==> src/rtl/traffic_ctrl_multi.sv <==
// traffic_ctrl_multi: N-approach round-robin traffic-light sequencer with demand skipping and emergency pre-emption
module traffic_ctrl_multi #(
  parameter int NUM_PHASES   = 4,
  parameter int GREEN_TICKS  = 20,
  parameter int YELLOW_TICKS = 4,
  parameter int ALLRED_TICKS = 2,
  parameter int CNT_W        = 8,
  localparam int PH_W = ($clog2(NUM_PHASES) < 1) ? 1 : $clog2(NUM_PHASES)
) (
  input  logic                    clk,
  input  logic                    rst,
  input  logic                    tick_en,
  input  logic [NUM_PHASES-1:0]   sensor,
  input  logic                    emerg_req,
  input  logic [PH_W-1:0]         emerg_phase,
  output logic [3*NUM_PHASES-1:0] lights,
  output logic [PH_W-1:0]         active_phase,
  output logic [1:0]              state_o,
  output logic                    emerg_active
);
  typedef enum logic [1:0] {ALLRED = 2'b00, GREEN = 2'b01, YELLOW = 2'b10, EMERG = 2'b11} state_e;
  state_e           state_q;
  logic [PH_W-1:0]  phase_q;
  logic [CNT_W-1:0] timer_q;
  logic [PH_W-1:0]  rr_ph;
  logic [PH_W-1:0]  idx;
  logic             emerg_v;
  logic             expired;
  assign emerg_v = emerg_req && (32'(emerg_phase) < NUM_PHASES);
  assign expired = tick_en && timer_q == '0;
  // Scan farthest-first so the nearest demanded phase after the current one wins.
  always_comb begin
    rr_ph = PH_W'((32'(phase_q) + 1) % NUM_PHASES);
    idx   = '0;
    for (int k = NUM_PHASES; k >= 1; k--) begin
      idx = PH_W'((32'(phase_q) + k) % NUM_PHASES);
      if (sensor[idx]) rr_ph = idx;
    end
  end
  always_ff @(posedge clk) begin
    if (rst) begin
      state_q <= ALLRED;
      phase_q <= PH_W'(NUM_PHASES - 1);
      timer_q <= CNT_W'(ALLRED_TICKS - 1);
    end else begin
      case (state_q)
        ALLRED: begin
          if (expired && emerg_v) begin
            state_q <= EMERG;
            phase_q <= emerg_phase;
          end else if (expired) begin
            state_q <= GREEN;
            phase_q <= rr_ph;
            timer_q <= CNT_W'(GREEN_TICKS - 1);
          end else if (tick_en) timer_q <= timer_q - 1'b1;
        end
        GREEN: begin
          if (emerg_v && emerg_phase == phase_q) state_q <= EMERG;
          else if (emerg_v || expired) begin
            state_q <= YELLOW;
            timer_q <= CNT_W'(YELLOW_TICKS - 1);
          end else if (tick_en) timer_q <= timer_q - 1'b1;
        end
        YELLOW: begin
          if (expired) begin
            state_q <= ALLRED;
            timer_q <= CNT_W'(ALLRED_TICKS - 1);
          end else if (tick_en) timer_q <= timer_q - 1'b1;
        end
        EMERG: begin
          if (!emerg_v || emerg_phase != phase_q) begin
            state_q <= YELLOW;
            timer_q <= CNT_W'(YELLOW_TICKS - 1);
          end
        end
      endcase
    end
  end
  always_comb begin
    lights = {NUM_PHASES{3'b100}};
    if (state_q == GREEN || state_q == EMERG) lights[3*phase_q +: 3] = 3'b001;
    else if (state_q == YELLOW) lights[3*phase_q +: 3] = 3'b010;
  end
  assign active_phase = phase_q;
  assign state_o      = state_q;
  assign emerg_active = state_q == EMERG;
endmodule
==> config.mk <==
export PLATFORM = sky130hd
export DESIGN_NAME = traffic_ctrl_multi
export DESIGN_NICKNAME = d
export VERILOG_FILES = /design/src/rtl/traffic_ctrl_multi.sv
export SDC_FILE = /design/constraint.sdc
export NUM_CORES = 1
export LEC_CHECK = 0
export BUFFER_PORTS_ARGS = -buffer_cell sky130_fd_sc_hd__buf_2
export CORE_AREA = 2 2 51 53
export CTS_CLUSTER_DIAMETER = 60
export DETAILED_ROUTE_END_ITERATION = 8
export DIE_AREA = 0 0 53 55
export GPL_TIMING_DRIVEN = 0
export PLACE_DENSITY = 0.66
export SETUP_SLACK_MARGIN = 0.02
export SYNTH_ARGS = -nofsm -noshare
export SYNTH_HDL_FRONTEND = slang
export SYNTH_SLANG_ARGS = --single-unit
==> constraint.sdc <==
create_clock -name clk -period 2.2 [get_ports clk]
set_input_delay 0.44 -clock clk [delete_from_list [all_inputs] [get_ports clk]]
set_output_delay 0.44 -clock clk [all_outputs]
set_load 0.01 [all_outputs]
==> summary.txt, run 1 <==
Setup path
  • CP endpoint: active_phase[0]
  • CP Launch Type: flip-flop
  • CP max FO: 9
  • FF-to-FF path depth: 8
  • Largest stage delay on the critical path: 400 ps
  • Reg-to-reg startpoint: active_phase[0]
  • Cell family with most CP delay: flip-flops
  • Critical path arrival: around 2100 ps
  • CP Class: flip-flop to flip-flop
  • Critical Path RT: ~2400 ps
  • Crit path buf inv count: 2
  • R2r endpoint: active_phase[0]
  • Slowest cell on crit path: dfxtp_1
  • Crit. End Element: flip-flop
  • Crit path depth: 8
  • CP Cell Sequence: buf_6, inv_1, ha_1, mux4_2, nand2b_1, a21oi_1, o311ai_0, o31a_1
  • Critical Path Start: active_phase[0]
  • Flop2flop setup slack: 300 ps

Logic synthesis
  • Syn_nets: about 140
  • Number of synthesized register bits: 12
  • Ys Warns: 0
  • Post-synthesis instance total: ~130
  • Cell taking the most area after synthesis: dfxtp_1
  • Syn Std Cell Area: 0.00104 mm²
  • Number of synthesized flops with an enable pin: 0
  • Yosys cell types: a little over 40
  • Syn Area/Cell: roughly 8 µm²
  • Cell with the most instances after synthesis: nor2_1
  • Seq/Total Area, Yosys: between 20 and 25%
  • Top post-synthesis cells by area: dfxtp_1, and2_1, nor2_1
  • Top-area cell type share of the netlist area: a little under a quarter
  • Async SR Flop Fraction: 0%
  • Commonest cells in the netlist: nor2_1, and2_1, dfxtp_1, a21oi_1, nand2_1
  • Ys flop type: dfxtp_1

Pwr
  • Pwr dens: between 600 and 700 mW/mm²
  • Max rail drop VDD: between 0.3 and 0.4 mV
  • Leak: 0.000574 µW

CTS
  • Gates resized, CTS repair: 0
  • CTS root buffer: clkbuf_4
  • Clk slew on worst S/H paths: around 80 ps
  • Clock Latency Late Sink: between 200 and 300 ps
  • Clock Sinks: 12
  • CTS tree: yes
  • Clk buf depth: 2
  • Postcts setup bufs: 0
  • Total CTS buffers: 3
  • H-Tree Depth: 1
  • # hold bufs at CTS: 0

Status
  • Status: finished clean

Timing
  • Final setup viols: 0
  • Final Hold Vio Count: 0
  • Clk_skew: ~9.3 ps
  • Setup tns final: 0 ps
  • Final Slew Violations: 0
  • Min Hold Slack: between 400 and 500 ps
  • RSZ-0062 raised after global routing: no
  • Slew HR: 73.0%
  • Worst-margin pin slew: about 400 ps
  • PnR worst setup slack: approximately 300 ps
  • Tcrit/Tclk final: approximately 86%
  • Min cycle time layout: 1900 ps
  • Peak Freq: approximately 530 MHz

Layout
  • P&R area growth vs syn: 19.1%
  • Final Net Count: approximately 170
  • Final Util: 52.5%
  • Finished Cell Area: about 0.0012 mm²
  • Share of layout cells above drive strength 1: 25.9%
  • # diodes: 0

Floorplanning
  • Die W: 53 µm
  • Die Footprint: between 0.002 and 0.003 mm²
  • # rows: 18
  • Die H: ~55 µm
  • Starting Density: between 40% and 50%
  • Top Ports: 27
  • Core Box Area: roughly 0.0024 mm²

Route
  • Wirelength per Cell: approximately 12 µm
  • Avg Vias per Cell: about 5.3
  • Via count: between 900 and 1000
  • DRC Markers: 0
  • Drt initial violations: 19
  • DRT antenna net count: 0
  • Routed wire length: 2280 µm
  • DR pass1 iterations: 4

Global route
  • Initial antenna violation count: 0
  • First-pass GRT wire length: just under 4000 µm
  • Gr ovfl total: 0
  • Largest net degree at the start of global routing: 11
  • Vias in the first global route: about 880
  • Gr usage total: ~18%

Placed design
  • IO Port Bufs: 25
  • Placement Cell Area: between 0.001 and 0.0015 mm²
  • Routability cong.: approximately 0.76
  • Pre-CTS setup slack: ~280 ps
  • DPL Wire Length: 1820 µm

Flow run
  • Max_cap viols: 0

Min path
  • Class of the worst hold path: input pin to flip-flop
==> worst min-delay path by stage <==
stage / start / end / depth (start not counted)
finish: rst / state_o[1] / 2
floorplan: timer_q[7] / timer_q[7] / 2
global route: rst / state_o[0] / 2
CTS: rst / state_o[1] / 2
detailed placement: timer_q[7] / timer_q[7] / 2
global placement: timer_q[7] / timer_q[7] / 2
==> cells by family (layout without fill, tap and decap cells) <==
group	Yosys count	after routing	synth area share, %
and+or+nand+nor	61	61	33.1
muxes	4	4	6.24
DFF	12	12	23.0
AOI/OAI and AO/OA	27	27	17.8
xor gates and xnor gates	9	9	7.56
adders and majority gates	5	5	6.00
buffers and inverters	11	40	6.24
==> power breakdown <==
part | total (µW) | switching (µW) | internal (µW)
Combinational | 348 | 181 | 167
Sequential | 295 | 43.5 | 251
Clock | 180 | 79.6 | 101
Total | 823 | 304 | 519
==> registers in the layout (all words and copies together) (netlist names) <==
| register | cells |
|---|---|
| timer_q | 8 |
| active_phase | 2 |
| state_o | 2 |
==> stage by stage <==
stage / instances / power [µW]
after global placement: 184 / 639
after detailed placement: 184 / 650
after global routing: 188 / 895
after CTS: 188 / 835
after floorplan: 129 / 564
final: 188 / 823
==> cell usage in the layout (no fill, tap or decap), drive strengths merged, types with 2 or more instances in the layout <==
cell and count:
mux2i 2, dfxtp 12, nor3 4, nand2b 3
nand3 4, ha 5, o211ai 2, clkbuf 5
xnor2 3, nand4 4, and2 12, inv 6
nor2 17, xor2 6, o21ai 3, a31oi 3
nand2 8, mux4 2, a21oi 9, buf 29
or2 2, o311ai 2
==> layout make-up <==
cell class,instances,area [µm²]
Clock buffer,4,36.3
Inverter,6,22.5
Sequential cell,12,240
Buffer,5,42.5
Tap cell,30,37.5
Fill cell,250,1120
Multi-Input combinational cell,106,737
Timing Repair Buffer,25,125
==> per-layer routing <==
metal | track usage, % | vias up | wire (µm)
li1 | - | 518 | -
met1 | 22.6 | 460 | 1020
met2 | 30.0 | 15 | 1140
met3 | 2.42 | 5 | 64
met4 | 7.69 | 0 | 52
met5 | 0 | - | 0
No activity file was read; power rests on OpenSTA's default activity.
==> inputs of run 2 (changes only) <==
REMOVE_ABC_BUFFERS = 1   (was unset)
==> summary.txt, run 2 (synthesis gave the netlist of run 1 again) <==
Status
  • Status: finished clean (unchanged)

Route
  • DR pass1 iterations: 6 (was 4)
  • Via count: 1038 (was 998)
  • Avg Vias per Cell: 5.64 (was 5.31)
  • Wirelength per Cell: 12.6 µm (was 12.1 µm)
  • DRT antenna net count: 0 (unchanged)
  • DRC Markers: 0 (unchanged)
  • Routed wire length: 2330 µm (was 2280 µm)
  • Drt initial violations: 33 (was 19)

Setup path
  • Largest stage delay on the critical path: 370 ps (was 400 ps)
  • CP max FO: 7 (was 9)
  • Reg-to-reg startpoint: timer_q[0] (was active_phase[0])
  • FF-to-FF path depth: 7 (was 8)
  • Critical path arrival: 2140 ps (was 2080 ps)
  • Crit path buf inv count: 1 (was 2)
  • CP Class: flip-flop to flip-flop (unchanged)
  • Crit. End Element: flip-flop (unchanged)
  • Flop2flop setup slack: 250 ps (was 300 ps)
  • Slowest cell on crit path: and2_1 (was dfxtp_1)
  • Critical Path RT: 2390 ps (was 2380 ps)
  • CP Cell Sequence: inv_1, ha_1, and4bb_1, and2_1, nand2_4, or2_1, o311ai_2 (was buf_6, inv_1, ha_1, mux4_2, nand2b_1, a21oi_1, o311ai_0, o31a_1)
  • Cell family with most CP delay: simple AND/OR/NAND/NOR gates (was flip-flops)
  • Crit path depth: 7 (was 8)
  • CP Launch Type: flip-flop (unchanged)
  • Critical Path Start: timer_q[0] (was active_phase[0])
  • R2r endpoint: active_phase[1] (was active_phase[0])
  • CP endpoint: active_phase[1] (was active_phase[0])

Layout
  • # diodes: 0 (unchanged)
  • Most flop-heavy register: timer_q (unchanged)
  • Share of layout cells above drive strength 1: 25.3% (was 25.9%)
  • P&R area growth vs syn: 15.6% (was 19.1%)
  • Most common cell after layout, fill and taps aside: buf_2 (unchanged)
  • Most frequent cells in the layout: buf_2, nor2_1, and2_1, dfxtp_1, a21oi_1 (unchanged)
  • Max FFs per register: 8 (unchanged)
  • Finished Layout Cells: 184 (was 188)
  • Final Net Count: 170 (was 174)

Flow run
  • Max_cap viols: 0 (unchanged)

Global route
  • Vias in the first global route: 972 (was 877)
  • First-pass GRT wire length: 4020 µm (was 3840 µm)
  • Gr ovfl total: 0 (unchanged)
  • Gr usage total: 18.2% (was 17.7%)
  • Largest net degree at the start of global routing: 16 (was 11)
  • Initial antenna violation count: 0 (unchanged)

Pwr
  • Max rail drop VDD: 0.315 mV (was 0.400 mV)
  • Internal power: 507 µW (was 519 µW)
  • Clock power share: 22.2% (was 21.9%)
  • Net Switching: 305 µW (was 304 µW)
  • Switching Fraction: 37.5% (was 37.0%)
  • Pwr dens: 674 mW/mm² (was 663 mW/mm²)
  • Combinational Power Share: 39.6% (was 42.3%)
  • Leak: 0.000552 µW (was 0.000574 µW)
  • Sequential Power Share: 38.2% (was 35.8%)

Floorplanning
  • Die W: 53 µm (unchanged)
  • Die Footprint: 0.00292 mm² (unchanged)
  • Core Box Area: 0.00236 mm² (unchanged)
  • Top Ports: 27 (unchanged)
  • Starting Density: 44.1% (unchanged)
  • # rows: 18 (unchanged)
  • Die H: 55 µm (unchanged)

Timing
  • Setup tns final: 0 ps (unchanged)
  • Slew HR: 70.3% (was 73.0%)
  • RSZ-0062 raised after global routing: no (unchanged)
  • Worst-margin pin slew: 445 ps (was 403 ps)
  • Final setup viols: 0 (unchanged)
  • Tcrit/Tclk final: 88.8% (was 86.5%)
  • Final Slew Violations: 0 (unchanged)
  • Peak Freq: 512 MHz (was 526 MHz)
  • Clk_skew: 6.17 ps (was 9.35 ps)
  • Final Hold Vio Count: 0 (unchanged)
  • Min cycle time layout: 1950 ps (was 1900 ps)

Placed design
  • IO Port Bufs: 26 (was 25)
  • Routability cong.: 0.812 (was 0.763)
  • DPL Wire Length: 1820 µm (about the same)
  • DP Cell Count: 180 (was 184)

CTS
  • CTS root buffer: clkbuf_4 (unchanged)
  • Clk slew on worst S/H paths: 80 ps (about the same)
  • CTS tree: yes (unchanged)
  • Clk buf depth: 2 (unchanged)
  • Clock Sinks: 12 (unchanged)
  • Total CTS buffers: 3 (unchanged)
  • Postcts setup bufs: 0 (unchanged)
  • H-Tree Depth: 1 (unchanged)
  • Clock Latency Late Sink: 280 ps (about the same)

Min path
  • Class of the worst hold path: input pin to flip-flop (unchanged)
  • Hold path start: rst (unchanged)
## run 2: cell types whose count changed in the layout (fill, tap and decap cells not counted)
cell	previous run	this run
buf_6	3	0
clkbuf_1	1	0
dfxtp_1	12	11
dfxtp_2	0	1
## run 2: worst min path at each step
stage          cells past startpoint         end  slack [ps]
2_1_floorplan                      2  timer_q[7]         470
3_3_place_gp                       2  timer_q[7]         500
3_5_place_dp                       2  timer_q[7]         510
4_1_cts                            2  state_o[1]         400
5_1_grt                            2  state_o[1]         400
6_report                           2  state_o[1]         400
## run 2: cell type report
class | instances | area [µm²]
multi-input cells | 106 | 737
flip-flops and latches | 12 | 241
inverters | 6 | 22.5
clock buffers | 4 | 36.3
repair buffers | 26 | 130
well taps | 30 | 37.5
fillers | 252 | 1160
## run 2: what timing repair did
action | CTS | global route
resized for setup | 0 | 1
hold buffers | 0 | 0
endpoints found under the setup margin | 0 | 4
## run 2: stage by stage
stage	area (µm²)	total power [µW]	hold slack, ps	utilization, %	setup WS [ps]
6_report	1200	812	402	51.0	246
5_1_grt	1200	877	400	51.0	79.7
4_1_cts	1200	815	404	50.9	114
3_5_place_dp	1170	635	508	49.4	127
3_3_place_gp	1170	625	498	49.4	173
2_1_floorplan	1000	547	472	-	276
## run 2: worst reg2reg max path: stages, from the launching register on
cell	delay, ps
dfxtp_1	310
inv_1	80
ha_1	200
and4bb_1	310
and2_1	370
nand2_4	90
or2_1	240
o311ai_2	260
## run 2: power groups by stage
stage / sequential, µW / combinational, µW / clock, µW
after CTS: 311 / 322 / 183
after global routing: 320 / 362 / 196
after detailed placement: 315 / 320 / 0
final: 310 / 322 / 180
after global placement: 314 / 311 / 0
after floorplan: 307 / 241 / 0
## run 2: routing by layer
metal / wire length [µm] / GRT usage [%] / vias to the layer above
li1: - / - / 510
met1: 988 / 21.1 / 485
met2: 1190 / 33.8 / 39
met3: 117 / 3.49 / 4
met4: 28 / 5.56 / 0
met5: 0 / 0 / -
